--- src/rtl/ldl_pkg.sv ---
// ldl_pkg: shared types and defaults for the LDL job scheduler.
//   state_e     - scheduler FSM states (IDLE / RUN / RESP)
//   *_DEF       - default matrix size, element width, hold time and timeout
//   CNT_W       - run-counter width for the default timeout
//   cnt_w()     - run-counter width for an arbitrary timeout
package ldl_pkg;

    typedef enum logic [1:0] {
        ST_IDLE = 2'd0,
        ST_RUN  = 2'd1,
        ST_RESP = 2'd2
    } state_e;

    localparam int N_DEF       = 3;
    localparam int W_DEF       = 8;
    localparam int HOLD_DEF    = 4;
    localparam int TIMEOUT_DEF = 64;

    // Counter must be able to hold the value TIMEOUT itself.
    localparam int CNT_W = $clog2(TIMEOUT_DEF + 1);

    function automatic int cnt_w(input int timeout);
        return $clog2(timeout + 1);
    endfunction

endpackage

--- src/rtl/ldl_scheduler_if.sv ---
// ldl_scheduler_if: all handshake and data buses of the LDL scheduler.
//   req0_* / req1_*  - two requesters offering matrices (valid/ready)
//   eng_*            - factorization engine control and result buses
//   rsp_*            - response channel (valid/ready) with id, error, L, D
//   busy             - scheduler not idle
// Modports: slave = scheduler side, master = requesters/engine/consumer side.
interface ldl_scheduler_if #(
    parameter int N = 3,
    parameter int W = 8
);
    localparam int MW = W * N * N;

    logic          req0_valid;
    logic          req1_valid;
    logic          req0_ready;
    logic          req1_ready;
    logic [MW-1:0] req0_matrix;
    logic [MW-1:0] req1_matrix;

    logic          eng_start;
    logic [MW-1:0] eng_matrix;
    logic          eng_done;
    logic [MW-1:0] eng_L;
    logic [MW-1:0] eng_D;

    logic          rsp_valid;
    logic          rsp_ready;
    logic          rsp_id;
    logic          rsp_err;
    logic [MW-1:0] rsp_L;
    logic [MW-1:0] rsp_D;

    logic          busy;

    modport slave (
        input  req0_valid, req1_valid, req0_matrix, req1_matrix,
        input  eng_done, eng_L, eng_D, rsp_ready,
        output req0_ready, req1_ready, eng_start, eng_matrix,
        output rsp_valid, rsp_id, rsp_err, rsp_L, rsp_D, busy
    );

    modport master (
        output req0_valid, req1_valid, req0_matrix, req1_matrix,
        output eng_done, eng_L, eng_D, rsp_ready,
        input  req0_ready, req1_ready, eng_start, eng_matrix,
        input  rsp_valid, rsp_id, rsp_err, rsp_L, rsp_D, busy
    );

endinterface

--- src/rtl/ldl_rr_arbiter.sv ---
// ldl_rr_arbiter: two-way round-robin grant with last-grant pointer.
//   clk, rst   - clock, asynchronous active-high reset
//   en_i       - grants allowed this cycle (scheduler idle, not in reset)
//   valid_i    - requester valids, bit k = requester k
//   grant_o    - one-hot grant (or zero); a grant is an accept
//   gid_o      - index of the granted requester
module ldl_rr_arbiter (
    input  logic       clk,
    input  logic       rst,
    input  logic       en_i,
    input  logic [1:0] valid_i,
    output logic [1:0] grant_o,
    output logic       gid_o
);

    // last_q = index granted most recently; reset to 1 so req0 goes first.
    logic last_q, last_d;

    always_comb begin
        grant_o = 2'b00;
        if (en_i) begin
            grant_o[0] = valid_i[0] & (~valid_i[1] | last_q);
            grant_o[1] = valid_i[1] & (~valid_i[0] | ~last_q);
        end
        gid_o  = grant_o[1];
        last_d = (|grant_o) ? grant_o[1] : last_q;
    end

    always_ff @(posedge clk or posedge rst) begin
        if (rst) last_q <= 1'b1;
        else     last_q <= last_d;
    end

endmodule

--- src/rtl/ldl_scheduler.sv ---
// ldl_scheduler: accepts LDL factorization jobs from two requesters
// (round robin), runs the engine for at least HOLD_CYCLES, captures the
// result (or aborts after TIMEOUT run cycles) and returns it on the
// response channel.
//   clk, rst  - clock, asynchronous active-high reset
//   bus       - ldl_scheduler_if.slave: requester, engine and response buses
module ldl_scheduler
    import ldl_pkg::*;
#(
    parameter int N           = N_DEF,
    parameter int W           = W_DEF,
    parameter int HOLD_CYCLES = HOLD_DEF,
    parameter int TIMEOUT     = TIMEOUT_DEF
) (
    input  logic             clk,
    input  logic             rst,
    ldl_scheduler_if.slave   bus
);

    localparam int MW = W * N * N;
    localparam int CW = cnt_w(TIMEOUT);
    localparam logic [CW-1:0] HOLD_C = CW'(HOLD_CYCLES);
    localparam logic [CW-1:0] TMO_C  = CW'(TIMEOUT);

    state_e        state_q, state_d;
    logic [CW-1:0] cnt_q, cnt_d;
    logic [MW-1:0] mat_q, mat_d;
    logic [MW-1:0] l_q, l_d;
    logic [MW-1:0] d_q, d_d;
    logic          id_q, id_d;
    logic          err_q, err_d;

    logic [1:0]          req_vld;
    logic [1:0][MW-1:0]  req_mat;
    logic [1:0]          grant;
    logic                gid;
    logic                accept;
    logic                arb_en;

    assign req_vld = {bus.req1_valid, bus.req0_valid};
    assign req_mat = {bus.req1_matrix, bus.req0_matrix};

    // Gating with rst keeps both readys low while reset is held.
    assign arb_en = (state_q == ST_IDLE) & ~rst;

    ldl_rr_arbiter u_arb (
        .clk     (clk),
        .rst     (rst),
        .en_i    (arb_en),
        .valid_i (req_vld),
        .grant_o (grant),
        .gid_o   (gid)
    );

    assign accept = |grant;

    always_comb begin
        state_d = state_q;
        cnt_d   = cnt_q;
        mat_d   = mat_q;
        l_d     = l_q;
        d_d     = d_q;
        id_d    = id_q;
        err_d   = err_q;
        unique case (state_q)
            ST_IDLE: begin
                if (accept) begin
                    mat_d   = req_mat[gid];
                    id_d    = gid;
                    cnt_d   = CW'(1);
                    state_d = ST_RUN;
                end
            end
            ST_RUN: begin
                cnt_d = cnt_q + CW'(1);
                // Done before HOLD_C is stale engine state; capture wins
                // over timeout when both happen in the same cycle.
                if ((cnt_q >= HOLD_C) && bus.eng_done) begin
                    l_d     = bus.eng_L;
                    d_d     = bus.eng_D;
                    err_d   = 1'b0;
                    cnt_d   = '0;
                    state_d = ST_RESP;
                end else if (cnt_q >= TMO_C) begin
                    l_d     = '0;
                    d_d     = '0;
                    err_d   = 1'b1;
                    cnt_d   = '0;
                    state_d = ST_RESP;
                end
            end
            ST_RESP: begin
                if (bus.rsp_ready) state_d = ST_IDLE;
            end
            default: state_d = ST_IDLE;
        endcase
    end

    always_ff @(posedge clk or posedge rst) begin
        if (rst) begin
            state_q <= ST_IDLE;
            cnt_q   <= '0;
            mat_q   <= '0;
            l_q     <= '0;
            d_q     <= '0;
            id_q    <= 1'b0;
            err_q   <= 1'b0;
        end else begin
            state_q <= state_d;
            cnt_q   <= cnt_d;
            mat_q   <= mat_d;
            l_q     <= l_d;
            d_q     <= d_d;
            id_q    <= id_d;
            err_q   <= err_d;
        end
    end

    assign bus.req0_ready = grant[0];
    assign bus.req1_ready = grant[1];
    assign bus.eng_start  = (state_q == ST_RUN);
    assign bus.eng_matrix = mat_q;
    assign bus.rsp_valid  = (state_q == ST_RESP);
    assign bus.rsp_id     = id_q;
    assign bus.rsp_err    = err_q;
    assign bus.rsp_L      = l_q;
    assign bus.rsp_D      = d_q;
    assign bus.busy       = (state_q != ST_IDLE);

endmodule

--- src/flat_wrapper.sv ---
// flat-port wrapper written by rule: the top's interface ports become plain ports
module ldl_scheduler_flat import ldl_pkg::*;
#(
    parameter int N           = N_DEF,
    parameter int W           = W_DEF,
    parameter int HOLD_CYCLES = HOLD_DEF,
    parameter int TIMEOUT     = TIMEOUT_DEF
)
  (clk, rst, bus_req0_valid, bus_req1_valid, bus_req0_matrix, bus_req1_matrix, bus_eng_done, bus_eng_L, bus_eng_D, bus_rsp_ready, bus_req0_ready, bus_req1_ready, bus_eng_start, bus_eng_matrix, bus_rsp_valid, bus_rsp_id, bus_rsp_err, bus_rsp_L, bus_rsp_D, bus_busy);
  ldl_scheduler_if #(.N(N), .W(W)) bus_i ();
  input  logic clk;
  input  logic rst;
  input wire logic [$bits(bus_i.req0_valid)-1:0] bus_req0_valid;
  input wire logic [$bits(bus_i.req1_valid)-1:0] bus_req1_valid;
  input wire logic [$bits(bus_i.req0_matrix)-1:0] bus_req0_matrix;
  input wire logic [$bits(bus_i.req1_matrix)-1:0] bus_req1_matrix;
  input wire logic [$bits(bus_i.eng_done)-1:0] bus_eng_done;
  input wire logic [$bits(bus_i.eng_L)-1:0] bus_eng_L;
  input wire logic [$bits(bus_i.eng_D)-1:0] bus_eng_D;
  input wire logic [$bits(bus_i.rsp_ready)-1:0] bus_rsp_ready;
  output wire logic [$bits(bus_i.req0_ready)-1:0] bus_req0_ready;
  output wire logic [$bits(bus_i.req1_ready)-1:0] bus_req1_ready;
  output wire logic [$bits(bus_i.eng_start)-1:0] bus_eng_start;
  output wire logic [$bits(bus_i.eng_matrix)-1:0] bus_eng_matrix;
  output wire logic [$bits(bus_i.rsp_valid)-1:0] bus_rsp_valid;
  output wire logic [$bits(bus_i.rsp_id)-1:0] bus_rsp_id;
  output wire logic [$bits(bus_i.rsp_err)-1:0] bus_rsp_err;
  output wire logic [$bits(bus_i.rsp_L)-1:0] bus_rsp_L;
  output wire logic [$bits(bus_i.rsp_D)-1:0] bus_rsp_D;
  output wire logic [$bits(bus_i.busy)-1:0] bus_busy;
  assign bus_i.req0_valid = bus_req0_valid;
  assign bus_i.req1_valid = bus_req1_valid;
  assign bus_i.req0_matrix = bus_req0_matrix;
  assign bus_i.req1_matrix = bus_req1_matrix;
  assign bus_i.eng_done = bus_eng_done;
  assign bus_i.eng_L = bus_eng_L;
  assign bus_i.eng_D = bus_eng_D;
  assign bus_i.rsp_ready = bus_rsp_ready;
  assign bus_req0_ready = bus_i.req0_ready;
  assign bus_req1_ready = bus_i.req1_ready;
  assign bus_eng_start = bus_i.eng_start;
  assign bus_eng_matrix = bus_i.eng_matrix;
  assign bus_rsp_valid = bus_i.rsp_valid;
  assign bus_rsp_id = bus_i.rsp_id;
  assign bus_rsp_err = bus_i.rsp_err;
  assign bus_rsp_L = bus_i.rsp_L;
  assign bus_rsp_D = bus_i.rsp_D;
  assign bus_busy = bus_i.busy;
  ldl_scheduler #(.N(N), .W(W), .HOLD_CYCLES(HOLD_CYCLES), .TIMEOUT(TIMEOUT)) u_core (.clk(clk), .rst(rst), .bus(bus_i));
endmodule
--- config.mk ---
export PLATFORM = sky130hd
export DESIGN_NAME = ldl_scheduler_flat
export DESIGN_NICKNAME = d
export VERILOG_FILES = /design/src/rtl/ldl_pkg.sv /design/src/rtl/ldl_scheduler_if.sv /design/src/rtl/ldl_rr_arbiter.sv /design/src/rtl/ldl_scheduler.sv /design/src/flat_wrapper.sv
export SDC_FILE = /design/constraint.sdc
export NUM_CORES = 1
export LEC_CHECK = 0
export ABC_AREA = 1
export BUFFER_PORTS_ARGS = -buffer_cell sky130_fd_sc_hd__buf_2
export CORE_AREA = 2 2 203 205
export DETAILED_ROUTE_END_ITERATION = 6
export DIE_AREA = 0 0 205 207
export HOLD_SLACK_MARGIN = 0.12
export MAX_ROUTING_LAYER = met4
export PLACE_DENSITY = 0.5
export SLEW_MARGIN = 20
export SYNTH_ARGS = -nofsm -noshare
export SYNTH_HDL_FRONTEND = slang
export SYNTH_SLANG_ARGS = --single-unit
export TNS_END_PERCENT = 50
--- constraint.sdc ---
create_clock -name clk -period 11.5 [get_ports clk]
set_input_delay 2.875 -clock clk [delete_from_list [all_inputs] [get_ports clk]]
set_output_delay 2.875 -clock clk [all_outputs]
set_load 0.05 [all_outputs]
==> run summary, run 1 <==
WORST SETUP PATH
----------------------------------------------------------------------------------------------------
WP buf/inv ............................................................................            3
Largest delay share family, worst path ................................................ buffers and inverters
Critical-path cell list ............................................................... buf_2 > clkinvlp_4 > nand3_1 > nor2_1 > buf_2
Worst path slowest cell ...............................................................   clkinvlp_4
Kind of critical path ................................................................. primary input to primary output
Crit start category ................................................................... primary input
Top cell by count, worst path .........................................................        buf_2
Critical Path Sink Type ............................................................... primary output
Data arrival, critical path ...........................................................      4.35 ns
Required time at the endpoint of the critical path ....................................      8.63 ns
Maximum fanout along the worst path ...................................................           33
Delay of the slowest cell on the worst path ...........................................      0.57 ns

GRT
----------------------------------------------------------------------------------------------------
Initial antenna violation count .......................................................            3
Largest net degree at the start of global routing .....................................          101
First-pass GRT wire length ............................................................      50.7 mm
Via count of the first global-routing pass ............................................        9,490
Residual overflow from global routing .................................................            0
Global router's overall resource usage ................................................        15.1%

FINAL LAYOUT
----------------------------------------------------------------------------------------------------
Growth of design area from synthesis to finish ........................................        38.0%
Total area of multi-input combinational cells .........................................  0.00378 mm²
Fill count ............................................................................        4,358
Cell Count, Final, Fillers Out ........................................................        2,276
Seq. cell area ........................................................................  0.00571 mm²
Final net count .......................................................................        2,019
Fraction of final layout cells with drive strength greater than 1 .....................        33.1%

SYNTH
----------------------------------------------------------------------------------------------------
Average cell area after synthesis .....................................................     7.98 µm²
Fraction of post-synthesis cell area in the top cell type by area .....................        57.2%
Fraction of registers with async set/reset ............................................         100%
Top post-synthesis cells by area ...................................................... dfrtp_1 57%, nand2_1 28%, nand3_1 7.6%
Sequential cell area fraction in the yosys report .....................................        57.4%
Main synth FF type ....................................................................      dfrtp_1
Syn nets ..............................................................................        1,541
Synth Register Bits ...................................................................          228
Ranking of synthesized cells by instance count ........................................ 740 x nand2_1, 227 x dfrtp_1, 151 x nand3_1
YS warnings ...........................................................................            0
Most frequent cell after synthesis ....................................................      nand2_1
Number of enable flip-flop cells after synthesis ......................................            0
Mapped Area ...........................................................................  0.00994 mm²
Post-synthesis cell count .............................................................        1,245
Cell type with the largest total area after synthesis .................................      dfrtp_1
Number of distinct library cells after synthesis ......................................           27

STA
----------------------------------------------------------------------------------------------------
Actual slew at the worst max-slew pin .................................................      1.04 ns
Final Max Tran Viols ..................................................................            0
Worst clock skew ......................................................................    0.0160 ns
Headroom to the max-slew limit ........................................................        30.7%
Period minus WS final .................................................................      7.22 ns
Setup ws final ........................................................................      4.28 ns
Ratio of final minimum period to clock period .........................................        62.8%
Upper clock frequency limit ...........................................................    0.138 GHz
Number of hold-slack violations in the final timing report ............................            0
Setup violators final .................................................................            0
Final hold slack ......................................................................     0.462 ns
Setup_tns .............................................................................         0 ns
Setup repair after global routing missed its margin ...................................        false

PLACED DESIGN
----------------------------------------------------------------------------------------------------
Half-perimeter wire length after placement ............................................      23.2 mm
Routability congestion estimate .......................................................        0.830
Placement Setup Slack .................................................................      4.18 ns
Number of placed cells counting well taps .............................................        2,227
Port Buffer Count .....................................................................          516

OUTCOME
----------------------------------------------------------------------------------------------------
Outcome ............................................................................... complete, no violations

POWER
----------------------------------------------------------------------------------------------------
Total power after layout ..............................................................      4.68 mW
Areal power density over the cells ....................................................   341 mW/mm²
Portion of total power attributed to the clock network ................................        17.6%
Switching portion of total power ......................................................        53.8%
P_int .................................................................................      2.16 mW
Share of power burned in combinational logic ..........................................        53.6%
P_leak ................................................................................      8.15 nW
Power share of the sequential group ...................................................        28.8%
Switching power .......................................................................      2.52 mW
Peak ir drop on the vdd network .......................................................   0.000112 V

CLOCKING
----------------------------------------------------------------------------------------------------
TritonCTS buffer count ................................................................           26
Clock-pin slew reported for the worst setup and hold paths after clock tree synthesis .      0.05 ns
Level count of the clock H-tree .......................................................            1
Buffers from clock root to sink, at most ..............................................            3
Number of sinks on the clock net ......................................................          228
Clk Latency, worst-skew pair ..........................................................      0.54 ns
Count of hold-fix buffers inserted at cts .............................................            0
Buffers inserted by post-CTS timing repair ............................................            0
CTS-repair resized insts ..............................................................            0
Root buffer selected by CTS ...........................................................    clkbuf_16
Clock tree from TritonCTS .............................................................        built

ROUTING
----------------------------------------------------------------------------------------------------
Vias after detailed routing ...........................................................        9,623
Final wirelength ......................................................................      32.7 mm
Via density per instance ..............................................................         4.23
Drt initial violations ................................................................          473
DRC violation count after routing .....................................................            0
Total iterations of the first detailed-routing run ....................................            4
Antenna viol nets, final ..............................................................            0
Final routed wire length divided by cell count ........................................      14.4 µm

FLOORPLAN
----------------------------------------------------------------------------------------------------
Number of placement rows ..............................................................           74
Die outline area ......................................................................   0.0424 mm²
# IOs .................................................................................          517
Die extent in y .......................................................................       207 µm
Initial standard-cell utilization of the core .........................................        24.6%
Core ar. ..............................................................................   0.0404 mm²
Width of the die ......................................................................       205 µm

FLOW RUN
----------------------------------------------------------------------------------------------------
Number of violations of the max-capacitance limit .....................................            0

WORST HOLD PATH
----------------------------------------------------------------------------------------------------
Type of the most critical hold path ................................................... register to register

[cells by family (layout without fill, tap and decap cells)]
kind of cell    Yosys count  after routing  synth area share [%]
xor+xnor                  3              3                 0.264
flops                   228            228                  57.4
compound gates           10             10                 0.579
buf+inv                  90            587                  4.70
other cells               0              2                     0
simple gates            912            912                  36.8
fa+ha+maj                 2              2                 0.252
[path summary, 6_finish.rpt]
check	from	endpoint	slack [ns]	depth (start not counted)
max	rst	bus_req0_ready	4.28	5
min	u_core.bus.rsp_L[60]$_DFFE_PP0P_	u_core.bus.rsp_L[60]$_DFFE_PP0P_	0.46	2
min in group asynchronous	rst	u_core.bus.rsp_L[11]$_DFFE_PP0P_	2.46	2
max reg2reg	u_core.state_q[0]$_DFFE_PP0P_	u_core.bus.rsp_L[3]$_DFFE_PP0P_	8.59	7
max in group asynchronous	rst	u_core.bus.rsp_D[52]$_DFFE_PP0P_	6.94	4
min reg2reg	u_core.bus.rsp_L[60]$_DFFE_PP0P_	u_core.bus.rsp_L[60]$_DFFE_PP0P_	0.46	2
[flip-flops by register name, summed over array words and instances, names as in the netlist]
signal                 flops
u_core.bus.rsp_L          72
u_core.state_q             2
u_core.bus.rsp_err         1
u_core.u_arb.last_q        1
u_core.cnt_q               7
u_core.bus.rsp_id          1
u_core.bus.eng_matrix     72
u_core.bus.rsp_D          72
[layer usage]
metal / GRT usage, % / up-vias / wire length (µm)
li1: - / 4815 / -
met1: 18.6 / 4349 / 13800
met2: 24.8 / 393 / 15400
met3: 2.77 / 66 / 2450
met4: 5.53 / 0 / 1030
met5: - / - / 0
[tightest hold or removal path, stage by stage (launching register included)]
cell and delay [ns]:
dfrtp_1 0.33, nand2_1 0.05, nand2_1 0.05
[power groups by stage]
stage	Combinational, mW	Sequential (mW)	Clock, mW
global route	2.69	1.40	0.889
CTS	2.54	1.35	0.854
finish	2.51	1.35	0.823
floorplan	0.700	2.56	0
global placement	2.53	1.35	0
detailed placement	2.55	1.36	0
[final cells by class]
| class | count | area share (%) |
|---|---|---|
| well taps | 532 | 4.85 |
| flip-flops and latches | 228 | 41.6 |
| inverters | 13 | 0.401 |
| diodes | 2 | 0.0365 |
| clock buffers | 41 | 5.53 |
| multi-input cells | 927 | 27.5 |
| repair buffers | 527 | 19.4 |
| clock inverters | 6 | 0.602 |
[metrics by stage]
| stage | area, µm² | util (%) |
|---|---|---|
| after floorplan | 9940 | - |
| after global placement | 12900 | 31.9 |
| after detailed placement | 12900 | 31.9 |
| after CTS | 13700 | 34.0 |
| after global routing | 13700 | 34.0 |
| final | 13700 | 34.0 |
[layout by cell type (no fill, tap or decap), drive strengths merged]
cell        n
a21oi       3
buf       527
bufinv      2
clkbuf     41
clkinv      3
clkinvlp    2
dfrtp     227
dfstp       1
diode       2
ha          2
inv        12
nand2     743
nand3     151
nand3b      1
nand4       3
nor2       14
o21ai       5
o22ai       1
o31ai       1
xnor2       1
xor2        2
Power figures use the tool's default switching activity.
==> inputs of run 2 (changes only) <==
==> constraint.sdc (replaced) <==
create_clock -name clk -period 6.1 [get_ports clk]
set_input_delay 1.525 -clock clk [delete_from_list [all_inputs] [get_ports clk]]
set_output_delay 1.525 -clock clk [all_outputs]
set_load 0.05 [all_outputs]
==> run summary, run 2 (synthesized netlist as in run 1, its figures left out) <==
PLACED DESIGN
----------------------------------------------------------------------------------------------------
Routability congestion estimate .......................................................        0.909
Port Buffer Count .....................................................................          516
Half-perimeter wire length after placement ............................................      23.4 mm
Post-placement cell area ..............................................................   0.0129 mm²

FLOORPLAN
----------------------------------------------------------------------------------------------------
Die extent in y .......................................................................       207 µm
Initial standard-cell utilization of the core .........................................        24.6%
Die outline area ......................................................................   0.0424 mm²
Core ar. ..............................................................................   0.0404 mm²
Number of placement rows ..............................................................           74
# IOs .................................................................................          517
Width of the die ......................................................................       205 µm

STA
----------------------------------------------------------------------------------------------------
Setup violators final .................................................................            0
Ratio of final minimum period to clock period .........................................        64.1%
Headroom to the max-slew limit ........................................................        37.1%
Setup repair after global routing missed its margin ...................................        false
Final Max Tran Viols ..................................................................            0
Upper clock frequency limit ...........................................................    0.256 GHz
Actual slew at the worst max-slew pin .................................................     0.944 ns
Period minus WS final .................................................................      3.91 ns
Number of hold-slack violations in the final timing report ............................            0
Worst clock skew ......................................................................    0.0127 ns

FINAL LAYOUT
----------------------------------------------------------------------------------------------------
Most common cell after layout, fill and taps aside ....................................      nand2_1
Final net count .......................................................................        2,021
Fraction of final layout cells with drive strength greater than 1 .....................        33.6%
Growth of design area from synthesis to finish ........................................        38.7%
Commonest non-fill, non-tap cells in the layout ....................................... 740 x nand2_1, 516 x buf_2, 227 x dfrtp_1
Area of all placed cells without fillers ..............................................   0.0138 mm²

WORST SETUP PATH
----------------------------------------------------------------------------------------------------
Setup slack on the worst flop-to-flop path ............................................      3.62 ns
Worst flop-to-flop path endpoint ...................................................... u_core.bus.rsp_D[62]$_DFFE_PP0P_
Crit start category ................................................................... primary input
Maximum fanout along the worst path ...................................................            2
Termination of the worst setup path ................................................... bus_req0_ready
Required time at the endpoint of the critical path ....................................      4.58 ns
Critical R2R Launch ................................................................... u_core.cnt_q[6]$_DFFE_PP0P_
FF-to-FF path depth ...................................................................            8
Critical path launch point ............................................................          rst
Top cell by count, worst path .........................................................        buf_2
Delay of the slowest cell on the worst path ...........................................      0.29 ns
Data arrival, critical path ...........................................................      2.39 ns
Worst path slowest cell ...............................................................        buf_2
Kind of critical path ................................................................. primary input to primary output
Critical-path cell list ............................................................... buf_2 > clkinvlp_4 > nand3_1 > nor2_2 > buf_2
Critical Path Sink Type ............................................................... primary output

ROUTING
----------------------------------------------------------------------------------------------------
Vias after detailed routing ...........................................................        9,666
Antenna viol nets, final ..............................................................            0
DRC violation count after routing .....................................................            0
Via density per instance ..............................................................         4.24
Final routed wire length divided by cell count ........................................      14.5 µm
Drt initial violations ................................................................          520
Total iterations of the first detailed-routing run ....................................            5
Final wirelength ......................................................................      33.2 mm

POWER
----------------------------------------------------------------------------------------------------
Total power after layout ..............................................................      8.89 mW
Areal power density over the cells ....................................................   645 mW/mm²
P_leak ................................................................................      8.18 nW
Peak ir drop on the vdd network .......................................................   0.000283 V

CLOCKING
----------------------------------------------------------------------------------------------------
Level count of the clock H-tree .......................................................            1
TritonCTS buffer count ................................................................           27
Buffers inserted by post-CTS timing repair ............................................            0
Root buffer selected by CTS ...........................................................    clkbuf_16
CTS-repair resized insts ..............................................................            0
Clock tree from TritonCTS .............................................................        built
Number of sinks on the clock net ......................................................          228
Buffers from clock root to sink, at most ..............................................            3
Count of hold-fix buffers inserted at cts .............................................            0
Clk Latency, worst-skew pair ..........................................................      0.54 ns
Clock-pin slew reported for the worst setup and hold paths after clock tree synthesis .      0.06 ns

GRT
----------------------------------------------------------------------------------------------------
Largest net degree at the start of global routing .....................................          158
First-pass GRT wire length ............................................................      51.5 mm
Initial antenna violation count .......................................................            7
Global router's overall resource usage ................................................        15.5%
Residual overflow from global routing .................................................            0
Via count of the first global-routing pass ............................................        9,504

WORST HOLD PATH
----------------------------------------------------------------------------------------------------
Type of the most critical hold path ................................................... register to register

OUTCOME
----------------------------------------------------------------------------------------------------
Outcome ............................................................................... complete, no violations

FLOW RUN
----------------------------------------------------------------------------------------------------
Number of violations of the max-capacitance limit .....................................            0

==> run 2: cell count changes in the layout (fill, tap and decap cells not counted), moves of 2 or more <==
cell | before | now
clkbuf_8 | 3 | 5
clkbuf_1 | 11 | 4
clkinv_2 | 3 | 5
diode_2 | 2 | 7
==> run 2: cell type report <==
| class | count | area [µm²] |
|---|---|---|
| diodes | 7 | 17.5 |
| clock buffers | 36 | 759 |
| clock inverters | 11 | 118 |
| fillers | 4350 | 26600 |
| inverters | 13 | 55.1 |
| multi-input cells | 927 | 3780 |
| flip-flops and latches | 228 | 5710 |
| well taps | 532 | 666 |
| repair buffers | 528 | 2690 |
==> run 2: per-layer routing <==
layer / GRT usage (%) / vias to the layer above / share of wire [%]
li1: - / 4830 / -
met1: 18.4 / 4403 / 41
met2: 25.9 / 375 / 48
met3: 3.32 / 58 / 7.6
met4: 5.71 / 0 / 3.2
met5: - / - / 0
==> run 2: worst min-delay path by stage <==
stage / slack, ns / startpoint / depth (start not counted) / endpoint
6_report: 0.46 / u_core.bus.rsp_L[14]$_DFFE_PP0P_ / 2 / u_core.bus.rsp_L[14]$_DFFE_PP0P_
3_3_place_gp: 0.45 / u_core.bus.rsp_L[58]$_DFFE_PP0P_ / 2 / u_core.bus.rsp_L[58]$_DFFE_PP0P_
2_1_floorplan: 0.45 / u_core.u_arb.last_q$_DFFE_PP1P_ / 2 / u_core.u_arb.last_q$_DFFE_PP1P_
4_1_cts: 0.47 / u_core.bus.rsp_L[14]$_DFFE_PP0P_ / 2 / u_core.bus.rsp_L[14]$_DFFE_PP0P_
5_1_grt: 0.48 / u_core.bus.rsp_id$_DFFE_PP0P_ / 2 / u_core.bus.rsp_id$_DFFE_PP0P_
3_5_place_dp: 0.45 / u_core.bus.rsp_L[14]$_DFFE_PP0P_ / 2 / u_core.bus.rsp_L[14]$_DFFE_PP0P_
==> run 2: critical path, delay by kind of cell <==
kind / cells / cell delay [ns]
simple gates: 2 / 0.37
buf+inv: 3 / 0.49
==> run 2: stage by stage <==
step / hold WS [ns] / std cells / utilization, % / setup TNS (ns) / worst slack (ns)
final: 0.463 / 2282 / 34.2 / 0 / 2.19
after global routing: 0.482 / 2282 / 34.2 / 0 / 2.11
after CTS: 0.468 / 2275 / 34.1 / 0 / 2.19
after detailed placement: 0.453 / 2228 / 31.9 / 0 / 2.19
after global placement: 0.448 / 2228 / 31.9 / 0 / 2.20
after floorplan: 0.450 / 1245 / - / -13.14 / -1.02
==> run 2: power by group <==
group / leakage [nW] / switching [mW] / internal (mW)
sequential: 2.87 / 0.354 / 2.19
combinational: 4.88 / 3.79 / 0.958
clock: 0.430 / 0.645 / 0.954
==> inputs of run 3 (changes only) <==
--- a/config.mk
+++ b/config.mk
@@ -12,7 +12,7 @@
 export DIE_AREA = 0 0 205 207
 export HOLD_SLACK_MARGIN = 0.12
 export MAX_ROUTING_LAYER = met4
-export PLACE_DENSITY = 0.5
+export PLACE_DENSITY = 0.48
 export SLEW_MARGIN = 20
 export SYNTH_ARGS = -nofsm -noshare
 export SYNTH_HDL_FRONTEND = slang
==> constraint.sdc (replaced) <==
create_clock -name clk -period 3.65 [get_ports clk]
set_input_delay 0.9125 -clock clk [delete_from_list [all_inputs] [get_ports clk]]
set_output_delay 0.9125 -clock clk [all_outputs]
set_load 0.05 [all_outputs]
==> run summary, run 3 (synthesized netlist as in run 1, its figures left out) <==
GRT
----------------------------------------------------------------------------------------------------
Met2 track demand over resource .......................................................        26.3%
Global router's overall resource usage ................................................        15.6%
Largest net degree at the start of global routing .....................................          166
Peak-usage layer in the global routing report .........................................         met2
Residual overflow from global routing .................................................            0
Initial antenna violation count .......................................................            2
First-pass GRT wire length ............................................................      51.8 mm
Via count of the first global-routing pass ............................................        9,368
Met3 layer usage reported by global route .............................................        3.59%
GRT met1 Usage ........................................................................        18.6%

FLOORPLAN
----------------------------------------------------------------------------------------------------
Die outline area ......................................................................   0.0424 mm²
Initial standard-cell utilization of the core .........................................        24.6%
Die extent in y .......................................................................       207 µm
Core ar. ..............................................................................   0.0404 mm²
Number of placement rows ..............................................................           74
Width of the die ......................................................................       205 µm
# IOs .................................................................................          517

STA
----------------------------------------------------------------------------------------------------
Final hold slack ......................................................................     0.463 ns
Headroom to the max-slew limit ........................................................        30.6%
Number of hold-slack violations in the final timing report ............................            0
Upper clock frequency limit ...........................................................    0.345 GHz
Final Max Tran Viols ..................................................................            0
Worst clock skew ......................................................................   0.00635 ns
Setup ws final ........................................................................     0.753 ns
Setup repair after global routing missed its margin ...................................        false
Period minus WS final .................................................................      2.90 ns
Setup violators final .................................................................            0
Ratio of final minimum period to clock period .........................................        79.4%
Actual slew at the worst max-slew pin .................................................      1.04 ns

POWER
----------------------------------------------------------------------------------------------------
Areal power density over the cells ....................................................  1080 mW/mm²
P_leak ................................................................................      8.21 nW
Total power after layout ..............................................................      14.9 mW
Peak ir drop on the vdd network .......................................................   0.000331 V

PLACED DESIGN
----------------------------------------------------------------------------------------------------
Half-perimeter wire length after placement ............................................      24.0 mm
Post-placement cell area ..............................................................   0.0129 mm²
Routability congestion estimate .......................................................        0.822
Number of placed cells counting well taps .............................................        2,230
Port Buffer Count .....................................................................          516
Placement Setup Slack .................................................................     0.824 ns

FINAL LAYOUT
----------------------------------------------------------------------------------------------------
Commonest non-fill, non-tap cells in the layout ....................................... 740 x nand2_1, 516 x buf_2, 227 x dfrtp_1
Cell Count, Final, Fillers Out ........................................................        2,277
Growth of design area from synthesis to finish ........................................        39.1%
Fraction of final layout cells with drive strength greater than 1 .....................        33.5%
Most common cell after layout, fill and taps aside ....................................      nand2_1
Final net count .......................................................................        2,022
Area of all placed cells without fillers ..............................................   0.0138 mm²

CLOCKING
----------------------------------------------------------------------------------------------------
Buffers from clock root to sink, at most ..............................................            3
Buffers inserted by post-CTS timing repair ............................................            0
Clk Latency, worst-skew pair ..........................................................      0.53 ns
Number of sinks on the clock net ......................................................          228
Clock tree from TritonCTS .............................................................        built
TritonCTS buffer count ................................................................           26
CTS-repair resized insts ..............................................................            0
Root buffer selected by CTS ...........................................................    clkbuf_16
Clock-pin slew reported for the worst setup and hold paths after clock tree synthesis .      0.06 ns
Level count of the clock H-tree .......................................................            1
Count of hold-fix buffers inserted at cts .............................................            0

WORST HOLD PATH
----------------------------------------------------------------------------------------------------
Hold worst-path end ................................................................... u_core.bus.rsp_L[2]$_DFFE_PP0P_
Number of cells traversed by the worst hold path ......................................            2
Min-Delay Startpoint .................................................................. u_core.bus.rsp_L[2]$_DFFE_PP0P_
Type of the most critical hold path ................................................... register to register

WORST SETUP PATH
----------------------------------------------------------------------------------------------------
Crit start category ...................................................................     register
Critical Path Sink Type ............................................................... primary output
Data arrival, critical path ...........................................................      1.98 ns
Setup slack on the worst flop-to-flop path ............................................      1.38 ns
Critical R2R Launch ................................................................... u_core.state_q[0]$_DFFE_PP0P_
Required time at the endpoint of the critical path ....................................      2.74 ns
Kind of critical path ................................................................. register to primary output
Worst flop-to-flop path endpoint ...................................................... u_core.cnt_q[0]$_DFFE_PP0P_
Maximum fanout along the worst path ...................................................           28
FF-to-FF path depth ...................................................................            6

ROUTING
----------------------------------------------------------------------------------------------------
Final wirelength ......................................................................      33.6 mm
Total iterations of the first detailed-routing run ....................................            4
Vias after detailed routing ...........................................................        9,612
Antenna viol nets, final ..............................................................            0
Drt initial violations ................................................................          431
Via density per instance ..............................................................         4.22
DRC violation count after routing .....................................................            0
Final routed wire length divided by cell count ........................................      14.8 µm

FLOW RUN
----------------------------------------------------------------------------------------------------
Number of violations of the max-capacitance limit .....................................            0

OUTCOME
----------------------------------------------------------------------------------------------------
Outcome ............................................................................... complete, no violations

==> run 3: worst max path at each step <==
stage | from | endpoint | slack, ns
5_1_grt | u_core.state_q[0]$_DFFE_PP0P_ | bus_eng_start | 0.64
2_1_floorplan | rst | bus_req0_ready | -2.25
6_report | u_core.state_q[0]$_DFFE_PP0P_ | bus_eng_start | 0.75
4_1_cts | u_core.state_q[0]$_DFFE_PP0P_ | bus_eng_start | 0.72
3_5_place_dp | rst | u_core.bus.eng_matrix[19]$_DFFE_PP0P_ | 0.82
3_3_place_gp | rst | u_core.bus.eng_matrix[33]$_DFFE_PP0P_ | 0.82
==> run 3: through the flow <==
step,TNS (ns),util [%]
2_1_floorplan,-221.26,-
3_3_place_gp,0,32.1
3_5_place_dp,0,32.1
4_1_cts,0,34.2
5_1_grt,0,34.3
6_report,0,34.3
==> run 3: metal layers <==
layer	share of wire (%)	routed length, µm
met5	0	0
met3	8.4	2820
met4	2.0	678
met1	42	14000
met2	48	16100
==> run 3: where the power goes <==
group / switching, mW / internal, mW
combinational: 6.36 / 1.63
sequential: 0.587 / 3.66
clock: 1.03 / 1.64
==> run 3: worst max-delay path: stages, from the launching register on <==
cell,delay [ns]
dfrtp_1,0.39
inv_2,0.08
nor2_4,0.58
buf_2,0.39
==> run 3: layout make-up <==
class / count / area (µm²)
timing repair buffer: 530 / 2740
inverter: 13 / 55.1
fill: 4387 / 26500
clock inverter: 4 / 70.1
antenna: 2 / 5.00
clock buffer: 41 / 808
multi-input combinational: 927 / 3780
sequential: 228 / 5710
tap: 532 / 666
